`src/rtl/weight_stream_unpacker.sv`:
```
`default_nettype none
// +--------------------------------------------------------------------------+
// | weight_stream_unpacker                                                    |
// | Buffers a packed kernel word and replays it one element per cycle; also  |
// | latches bias words. Optional macro WSU_REPLAY_EN adds a replay input.     |
// | Revision: 1.0                                                             |
// +--------------------------------------------------------------------------+
module weight_stream_unpacker #(
  parameter int DATA_WIDTH  = 8,
  parameter int NUM_WEIGHTS = 9,
  parameter int BIAS_WIDTH  = 16,
  parameter int IDX_WIDTH   = 4
) (
  input  logic                              clk,
  input  logic                              rst_n,
  input  logic                              load_valid,
  output logic                              load_ready,
  input  logic                              sel_bias,
`ifdef WSU_REPLAY_EN
  input  logic                              replay,
`endif
  input  logic [NUM_WEIGHTS*DATA_WIDTH-1:0] load_data,
  output logic                              w_valid,
  input  logic                              w_ready,
  output logic [DATA_WIDTH-1:0]             w_data,
  output logic [IDX_WIDTH-1:0]              w_index,
  output logic                              w_last,
  output logic [BIAS_WIDTH-1:0]             bias_out,
  output logic                              bias_valid,
  output logic [7:0]                        sets_done
);

  localparam logic [IDX_WIDTH-1:0] LAST_IDX = IDX_WIDTH'(NUM_WEIGHTS - 1);

  typedef enum logic [0:0] {
    ST_IDLE   = 1'b0,
    ST_STREAM = 1'b1
  } state_t;

  state_t                  state_q, state_d;
  logic [DATA_WIDTH-1:0]   buf_q [NUM_WEIGHTS];
  logic [DATA_WIDTH-1:0]   buf_d [NUM_WEIGHTS];
  logic [DATA_WIDTH-1:0]   load_elem [NUM_WEIGHTS];
  logic [IDX_WIDTH-1:0]    idx_q, idx_d;
  logic [BIAS_WIDTH-1:0]   bias_q, bias_d;
  logic                    bias_valid_q, bias_valid_d;
  logic [7:0]              sets_q, sets_d;
  logic                    replay_req;
  logic                    weight_load;

  generate
    for (genvar k = 0; k < NUM_WEIGHTS; k++) begin : g_unpack
      assign load_elem[k] = load_data[k*DATA_WIDTH +: DATA_WIDTH];
    end
  endgenerate

`ifdef WSU_REPLAY_EN
  // Replay is only honoured once a real weight set has been captured.
  logic loaded_q;

  always_ff @(posedge clk) begin
    if (!rst_n) begin
      loaded_q <= 1'b0;
    end else if (weight_load) begin
      loaded_q <= 1'b1;
    end
  end

  assign replay_req = replay & loaded_q;
`else
  assign replay_req = 1'b0;
`endif

  assign weight_load = (state_q == ST_IDLE) && load_valid && !sel_bias;

  always_comb begin
    state_d      = state_q;
    buf_d        = buf_q;
    idx_d        = idx_q;
    bias_d       = bias_q;
    bias_valid_d = bias_valid_q;
    sets_d       = sets_q;
    case (state_q)
      ST_IDLE: begin
        // A real load always takes priority over a replay request.
        if (load_valid) begin
          if (sel_bias) begin
            bias_d       = load_data[BIAS_WIDTH-1:0];
            bias_valid_d = 1'b1;
          end else begin
            buf_d   = load_elem;
            idx_d   = '0;
            state_d = ST_STREAM;
          end
        end else if (replay_req) begin
          idx_d   = '0;
          state_d = ST_STREAM;
        end
      end
      ST_STREAM: begin
        if (w_ready) begin
          if (idx_q == LAST_IDX) begin
            idx_d   = '0;
            sets_d  = sets_q + 8'd1;
            state_d = ST_IDLE;
          end else begin
            idx_d = idx_q + IDX_WIDTH'(1);
          end
        end
      end
      default: state_d = ST_IDLE;
    endcase
  end

  always_comb begin
    w_data = '0;
    for (int k = 0; k < NUM_WEIGHTS; k++) begin
      if ((state_q == ST_STREAM) && (idx_q == IDX_WIDTH'(k))) begin
        w_data = buf_q[k];
      end
    end
  end

  assign load_ready = (state_q == ST_IDLE);
  assign w_valid    = (state_q == ST_STREAM);
  assign w_index    = idx_q;
  assign w_last     = (state_q == ST_STREAM) && (idx_q == LAST_IDX);
  assign bias_out   = bias_q;
  assign bias_valid = bias_valid_q;
  assign sets_done  = sets_q;

  always_ff @(posedge clk) begin
    if (!rst_n) begin
      state_q      <= ST_IDLE;
      idx_q        <= '0;
      bias_q       <= '0;
      bias_valid_q <= 1'b0;
      sets_q       <= '0;
      for (int k = 0; k < NUM_WEIGHTS; k++) begin
        buf_q[k] <= '0;
      end
    end else begin
      state_q      <= state_d;
      idx_q        <= idx_d;
      bias_q       <= bias_d;
      bias_valid_q <= bias_valid_d;
      sets_q       <= sets_d;
      buf_q        <= buf_d;
    end
  end

endmodule
`default_nettype wire

```
`config.mk`:
```
export PLATFORM = sky130hd
export DESIGN_NAME = weight_stream_unpacker
export DESIGN_NICKNAME = d
export VERILOG_FILES = /design/src/rtl/weight_stream_unpacker.sv
export SDC_FILE = /design/constraint.sdc
export NUM_CORES = 1
export LEC_CHECK = 0
export CAP_MARGIN = 20
export CORE_UTILIZATION = 40
export DETAILED_ROUTE_END_ITERATION = 8
export PLACE_DENSITY = 0.69
export SETUP_SLACK_MARGIN = 0.2
export SLEW_MARGIN = 20
export SYNTH_ARGS = -nofsm -noshare
export SYNTH_HDL_FRONTEND = slang
export SYNTH_SLANG_ARGS = --single-unit
```
`constraint.sdc`:
```
create_clock -name clk -period 2.3 [get_ports clk]
set_input_delay 0.46 -clock clk [delete_from_list [all_inputs] [get_ports clk]]
set_output_delay 0.46 -clock clk [all_outputs]
set_load 0.005 [all_outputs]
```
=== Word-level counts from Yosys, hierarchy flattened ===
Cells that the tools add are included.

* Bits in registers: 102
* Output and inout port bits: 40
* Word-level logic and storage cells: 62
* Input port bits: 77

* Eq/ne operators: 11
* Reduce and logical (&&, ||, !) cells: 14
* Add/subtract/negate cells: 2
* Multiplexer cells: 19
* Bitwise logic cells: 2

{| class="wikitable"
|+ Operator list
! cell !! count
|-
| 2-to-1 mux 8 bit || 9
|-
| == test 4 x 3 -> 1 bit (second input constant) || 4
|-
| 2-to-1 mux 4 bit || 4
|-
| AND reduction 3 bit || 4
|-
| logical AND 1 bit || 9
|-
| adder 8 x 1 -> 8 bit (second input constant) || 1
|-
| == test 4 x 2 -> 1 bit (second input constant) || 2
|-
| one-hot mux 4 bit (2 select lines) || 1
|-
| != test 2 bit (second input constant) || 3
|-
| adder 4 x 1 -> 4 bit (second input constant) || 1
|-
| == test 4 x 1 -> 1 bit (second input constant) || 1
|-
| == test 4 bit (second input constant) || 1
|-
| logical NOT 4 bit || 1
|-
| 2-to-1 mux 1 bit || 4
|-
| inverter 1 bit || 2
|-
| one-hot mux 1 bit (2 select lines) || 1
|}

=== Depth between registers and ports, before layout ===
* Depth in word-level cells: 11
* Gate-level depth with buffers: 9
* Mapped depth without buffers: 7

=== Worst setup path before layout ===
OpenSTA, ideal clock, no wires.

* Kind: register to output
* From: register idx_q[0] (netlist: w_index[0])
* To: output w_data[3]
* Arrival time: 1.790 ns
* Cell stages (with the launch flop): 9
* Path buffers: 1
* Required time: 1.840 ns
* Slack: 0.050 ns
* Path through: dfxtp_1 -> inv_1 -> ha_1 -> buf_2 -> and3b_1 -> nand2_1 -> inv_1 -> a221o_1 -> a21o_1

* Elaborated cells on any way between the ends: 27
* Those cells by class: eq/ne: 8; mux: 9; reduce/logical: 10

{| class="wikitable"
|+ RTL lines
! item !! line !! RTL
|-
| start: declaration || 44 || <nowiki>logic [IDX_WIDTH-1:0] idx_q, idx_d;</nowiki>
|-
| start signal: assignment || 144 || <nowiki>idx_q <= idx_d;</nowiki>
|-
| == test 4 bit || n/a ||
|-
| logical AND 1 bit || n/a ||
|-
| net w_last || 27 || <nowiki>output logic w_last,</nowiki>
|-
| 2-to-1 mux 8 bit || 118 || <nowiki>if ((state_q == ST_STREAM) && (idx_q == IDX_WIDTH'(k))) begin</nowiki>
|-
| end: declaration || 25 || <nowiki>output logic [DATA_WIDTH-1:0] w_data,</nowiki>
|}

The timed path passes the listed nets, and every way through them passes these cells.

=== Worst setup path after layout ===
* From: register idx_q[0] (netlist: w_index[0])
* To: output w_data[5]

* Cells in the longest elaborated chain, start to end: 11
* Elaborated cells on any way between the ends: 27
* Those cells by class: eq/ne: 8; mux: 9; reduce/logical: 10

{| class="wikitable"
|+ RTL lines
! item !! line
|-
| logical NOT 4 bit || 118
|-
| logical AND 1 bit || 118
|-
| 2-to-1 mux 8 bit (8 in a row) || 118
|-
| 2-to-1 mux 8 bit * || 118
|}

Every way passes the cells marked *; elsewhere a longest branch is shown, timed or not.

==> flow_results.xml <==
<?xml version="1.0" encoding="UTF-8"?>
<metrics>
  <group name="run_status">
    <metric name="run_status" unit="">complete, but fails checks</metric>
    <metric name="failed_checks" unit="">design-rule violations, negative setup slack</metric>
  </group>
  <group name="drt">
    <metric name="total_routed_wirelength" unit="um">13910</metric>
    <metric name="drt-pass1-iter-count" unit="">7</metric>
    <metric name="drt.antenna.violating_nets" unit="">0</metric>
    <metric name="route.detailed.vias_per_inst" unit="">5.203</metric>
    <metric name="via_count" unit="">4646</metric>
    <metric name="drt_drc_violations_left" unit="">12</metric>
    <metric name="drt_iter0_markers" unit="">310</metric>
    <metric name="route.detailed.wl_per_inst" unit="um">15.58</metric>
  </group>
  <group name="worst_setup_path">
    <metric name="worst_path_largest_cell_delay" unit="ns">0.57</metric>
    <metric name="critical_path.startpoint" unit="">w_index[0]</metric>
    <metric name="crit_chain" unit="">ha_4 &gt; or4b_4 &gt; buf_6 &gt; a221oi_4 &gt; o22ai_2 &gt; a21oi_1 &gt; buf_2</metric>
    <metric name="crit_type" unit="">register to primary output</metric>
    <metric name="worstReg2RegEnd" unit="">sets_done[6]</metric>
    <metric name="critPathLaunchType" unit="">register</metric>
    <metric name="timing.critical_path.fanout_max" unit="">4</metric>
    <metric name="cp-endpoint" unit="">w_data[5]</metric>
    <metric name="arrival" unit="ns">2.19</metric>
    <metric name="path_depth" unit="">7</metric>
    <metric name="cell_at_the_slowest_stage_of_the_critical_path" unit="">sky130_fd_sc_hd__or4b_4</metric>
    <metric name="crit_path_buf_inv_count" unit="">2</metric>
    <metric name="reg2reg_from" unit="">w_index[0]</metric>
    <metric name="critical_path.top_delay_family" unit="">simple AND/OR/NAND/NOR gates</metric>
    <metric name="r2r_cells" unit="">8</metric>
    <metric name="cp.required" unit="ns">1.84</metric>
    <metric name="worst_setup_path_end_kind" unit="">primary output</metric>
    <metric name="rrSetupSlack" unit="ns">0.46</metric>
  </group>
  <group name="clocking">
    <metric name="worst_skew_pair_later_pin_latency" unit="ns">0.35</metric>
    <metric name="clk_pin_slew" unit="ns">0.07</metric>
    <metric name="cts_tree" unit="">built</metric>
    <metric name="ctsHtreeMaxLevel" unit="">3</metric>
    <metric name="clock_tree.buffer_depth" unit="">2</metric>
    <metric name="cts_root_buf" unit="">sky130_fd_sc_hd__clkbuf_16</metric>
    <metric name="cts-buffers-inserted" unit="">9</metric>
    <metric name="clock-sinks" unit="">102</metric>
  </group>
  <group name="placement">
    <metric name="portBuffers" unit="">116</metric>
    <metric name="placement.cell_area" unit="um2">6309</metric>
    <metric name="dp_hpwl" unit="um">9590</metric>
    <metric name="place_inst" unit="">864</metric>
    <metric name="place.gp.congestion" unit="">0.8569</metric>
  </group>
  <group name="logic_synthesis">
    <metric name="synth-compound-area-share" unit="%">24.49</metric>
    <metric name="synth_xor_xnor_area_share" unit="%">0.9129</metric>
    <metric name="synth_simple_gate_area_share" unit="%">24.15</metric>
    <metric name="synth_cell_type_count" unit="">50</metric>
    <metric name="asyncSetResetFlopFracSynth" unit="%">0</metric>
    <metric name="synth-main-ff-cell" unit="">sky130_fd_sc_hd__dfxtp_1</metric>
    <metric name="synthesis.instances" unit="">607</metric>
    <metric name="cell_area_after_synthesis" unit="um2">4797</metric>
    <metric name="synth.avg_cell_area" unit="um2">7.903</metric>
    <metric name="synth_top_family_by_area" unit="">compound AO/OA/AOI/OAI gates</metric>
    <metric name="synth.area.mux_share" unit="%">0.8346</metric>
    <metric name="mappedNetlistNets" unit="">689</metric>
    <metric name="postSynthRegisterBits" unit="">102</metric>
    <metric name="synth.yosys.seq_area_share" unit="%">42.57</metric>
    <metric name="synth_fa_ha_area_share" unit="%">1.304</metric>
    <metric name="synth-edff-count" unit="">0</metric>
    <metric name="ys.warnings.count" unit="">0</metric>
  </group>
  <group name="cells_and_area">
    <metric name="flow.area_growth_from_synthesis" unit="%">44.65</metric>
    <metric name="layoutNonFillerInstCount" unit="">893</metric>
    <metric name="layout.area.seq" unit="um2">2051</metric>
    <metric name="drive_above_1_share" unit="%">16.00</metric>
    <metric name="num_antenna_cells" unit="">0</metric>
    <metric name="final_cell_area" unit="um2">6939</metric>
    <metric name="area_occupied_by_multi_input_gates" unit="um2">2673</metric>
    <metric name="final_nets" unit="">828</metric>
    <metric name="final.fill_count" unit="">1025</metric>
    <metric name="postLayoutCoreUtil" unit="%">60.00</metric>
  </group>
  <group name="grt">
    <metric name="grt_start_max_net_pins" unit="">105</metric>
    <metric name="grt_antenna_before_repair" unit="">0</metric>
    <metric name="globalRouteOverflowTotal" unit="">0</metric>
    <metric name="grt_pass1_vias" unit="">4612</metric>
    <metric name="grt_usage" unit="%">22.97</metric>
    <metric name="wire_length_of_the_first_global_routing_pass" unit="um">22750</metric>
  </group>
  <group name="floorplan">
    <metric name="die_width" unit="um">111.5</metric>
    <metric name="initial_utilization" unit="%">41.48</metric>
    <metric name="fp.coreArea" unit="um2">11560</metric>
    <metric name="io_pins" unit="">117</metric>
    <metric name="die_height" unit="um">111.5</metric>
    <metric name="floorplan.die_area" unit="um2">12430</metric>
    <metric name="floorplan.rows" unit="">39</metric>
  </group>
  <group name="power_and_ir_drop">
    <metric name="p_per_area" unit="nW/um2">571.5</metric>
    <metric name="switching_share" unit="%">24.26</metric>
    <metric name="combinationalPowerShare" unit="%">12.7</metric>
    <metric name="p_leak" unit="nW">2.569</metric>
    <metric name="intPower" unit="mW">3.004</metric>
    <metric name="peakVddDrop" unit="V">0.0003991</metric>
    <metric name="p_switching" unit="mW">0.9621</metric>
    <metric name="p_clk_share" unit="%">39.6</metric>
    <metric name="seqPwrFrac" unit="%">47.7</metric>
  </group>
  <group name="sta">
    <metric name="timing_worst_slew_pin_value" unit="ns">0.5860</metric>
    <metric name="max_clock_freq" unit="GHz">0.3770</metric>
    <metric name="final.min_clock_period" unit="ns">2.652</metric>
    <metric name="report.final.hold_viol_count" unit="">0</metric>
    <metric name="rsz0062_at_grt" unit="">true</metric>
    <metric name="timing.final.ws_setup" unit="ns">-0.3522</metric>
    <metric name="share_of_the_clock_period_used_by_the_worst_path" unit="%">115.3</metric>
    <metric name="report.final.slew_viol_count" unit="">0</metric>
    <metric name="maxSlewHeadroom" unit="%">60.82</metric>
    <metric name="skew" unit="ns">0.004892</metric>
    <metric name="report.final.setup_viol" unit="">8</metric>
  </group>
  <group name="worst_hold_path">
    <metric name="hold_class" unit="">register to register</metric>
  </group>
  <group name="run">
    <metric name="maxCapViolCount" unit="">0</metric>
  </group>
</metrics>
sequential cells by signal (all words and copies together) (netlist names):
register    flops
buf_q          72
bias_valid      1
sets_done       8
w_valid         1
bias_out       16
w_index         4
placed cells by master (no fill, tap or decap), drive strengths merged, types with 8 or more instances in the layout:
master         Yosys  routed
buf               24      67
clkbuf            21      10
nand3b            12      12
nand2            199     199
nand3              8       8
o21ai             10      10
clkdlybuf4s50      0     106
nor2               8       8
dfxtp            102     102
inv               17      20
a21oi             31      31
a21boi            90      90
repair_timing:
| action | in CTS | in global routing |
|---|---|---|
| pin swaps | 26 | 13 |
| setup buffers | 13 | 0 |
| resized for setup | 88 | 12 |
| cloned | 1 | 0 |
| setup endpoints to repair | 9 | 10 |
| hold buffers | 0 | 0 |
power by group through the flow:
stage	registers [mW]	clock network, mW	logic (mW)
floorplan	1.91	0	0.218
global placement	1.93	0	0.463
detailed placement	1.93	0	0.470
CTS	1.89	1.61	0.499
global route	1.90	1.67	0.551
finish	1.89	1.57	0.502
layer usage:
| layer | up-vias | wire length (um) | GRT usage, % |
|---|---|---|---|
| li1 | 2331 | - | - |
| met1 | 2167 | 6560 | 30.40 |
| met2 | 127 | 6398 | 37.21 |
| met3 | 21 | 663 | 5.335 |
| met4 | 0 | 291 | 6.937 |
| met5 | - | 0 | 0 |
cells in the mapped netlist, drive strengths merged (2+ instances only):
master / n / share of area [%]
a21boi: 90 / 14
a21oi: 31 / 3.2
a221o: 6 / 1.3
a221oi: 4 / 0.86
a22o: 3 / 0.55
a22oi: 2 / 0.31
a31oi: 2 / 0.26
and2: 5 / 0.65
and3: 6 / 0.78
buf: 24 / 2.7
clkbuf: 21 / 1.6
dfxtp: 102 / 43
ha: 5 / 1.3
inv: 17 / 1.3
mux2i: 4 / 0.83
nand2: 199 / 16
nand2b: 3 / 0.39
nand3: 8 / 0.83
nand3b: 12 / 2.0
nor2: 8 / 0.63
nor2b: 6 / 0.78
nor3: 3 / 0.31
nor3b: 2 / 0.31
nor4: 2 / 0.26
o21a: 2 / 0.31
o21ai: 10 / 1.0
o221ai: 3 / 0.55
o22ai: 5 / 0.65
xor2: 5 / 0.91
worst min path at each step:
stage | start | to | slack, ns | cells past startpoint
finish | buf_q[52] | buf_q[52] | 0.46 | 2
global route | buf_q[16] | buf_q[16] | 0.49 | 2
CTS | buf_q[52] | buf_q[52] | 0.47 | 2
detailed placement | buf_q[52] | buf_q[52] | 0.46 | 2
global placement | bias_valid | bias_valid | 0.45 | 1
floorplan | buf_q[16] | buf_q[16] | 0.44 | 2
tightest hold or removal path, cell delays in order, from the launching register on:
cell and delay, ns:
sky130_fd_sc_hd__dfxtp_1 0.31, sky130_fd_sc_hd__nand2_1 0.04, sky130_fd_sc_hd__a21boi_0 0.06
through the flow:
step / power (mW) / setup TNS, ns / setup slack [ns] / hold slack, ns
floorplan: 2.133 / 0 / 0.1658 / 0.4382
global placement: 2.392 / -2.385 / -0.3817 / 0.4484
detailed placement: 2.401 / -2.759 / -0.4135 / 0.4575
CTS: 3.995 / -2.266 / -0.4004 / 0.4675
global route: 4.120 / -2.661 / -0.4088 / 0.4935
finish: 3.966 / -2.130 / -0.3522 / 0.4649
layout make-up:
cell class                      instances  area share (%)
Sequential cell                       102           29.55
Inverter                               18           1.046
Clock buffer                           10           3.444
Tap cell                              143           2.578
Timing Repair Buffer                  173           23.91
Multi-Input combinational cell        442           38.51
Clock inverter                          5          0.9556
cell families (layout without fill, tap and decap cells):
logic type | count (synthesis) | after routing
AO/OA/AOI/OAI | 166 | 166
XOR/XNOR | 5 | 5
adder cells (fa/ha/maj) | 5 | 5
buffers and inverters | 63 | 206
flip-flops | 102 | 102
multiplexers | 4 | 4
AND/OR/NAND/NOR | 262 | 262
(Power assumes the default switching activity.)
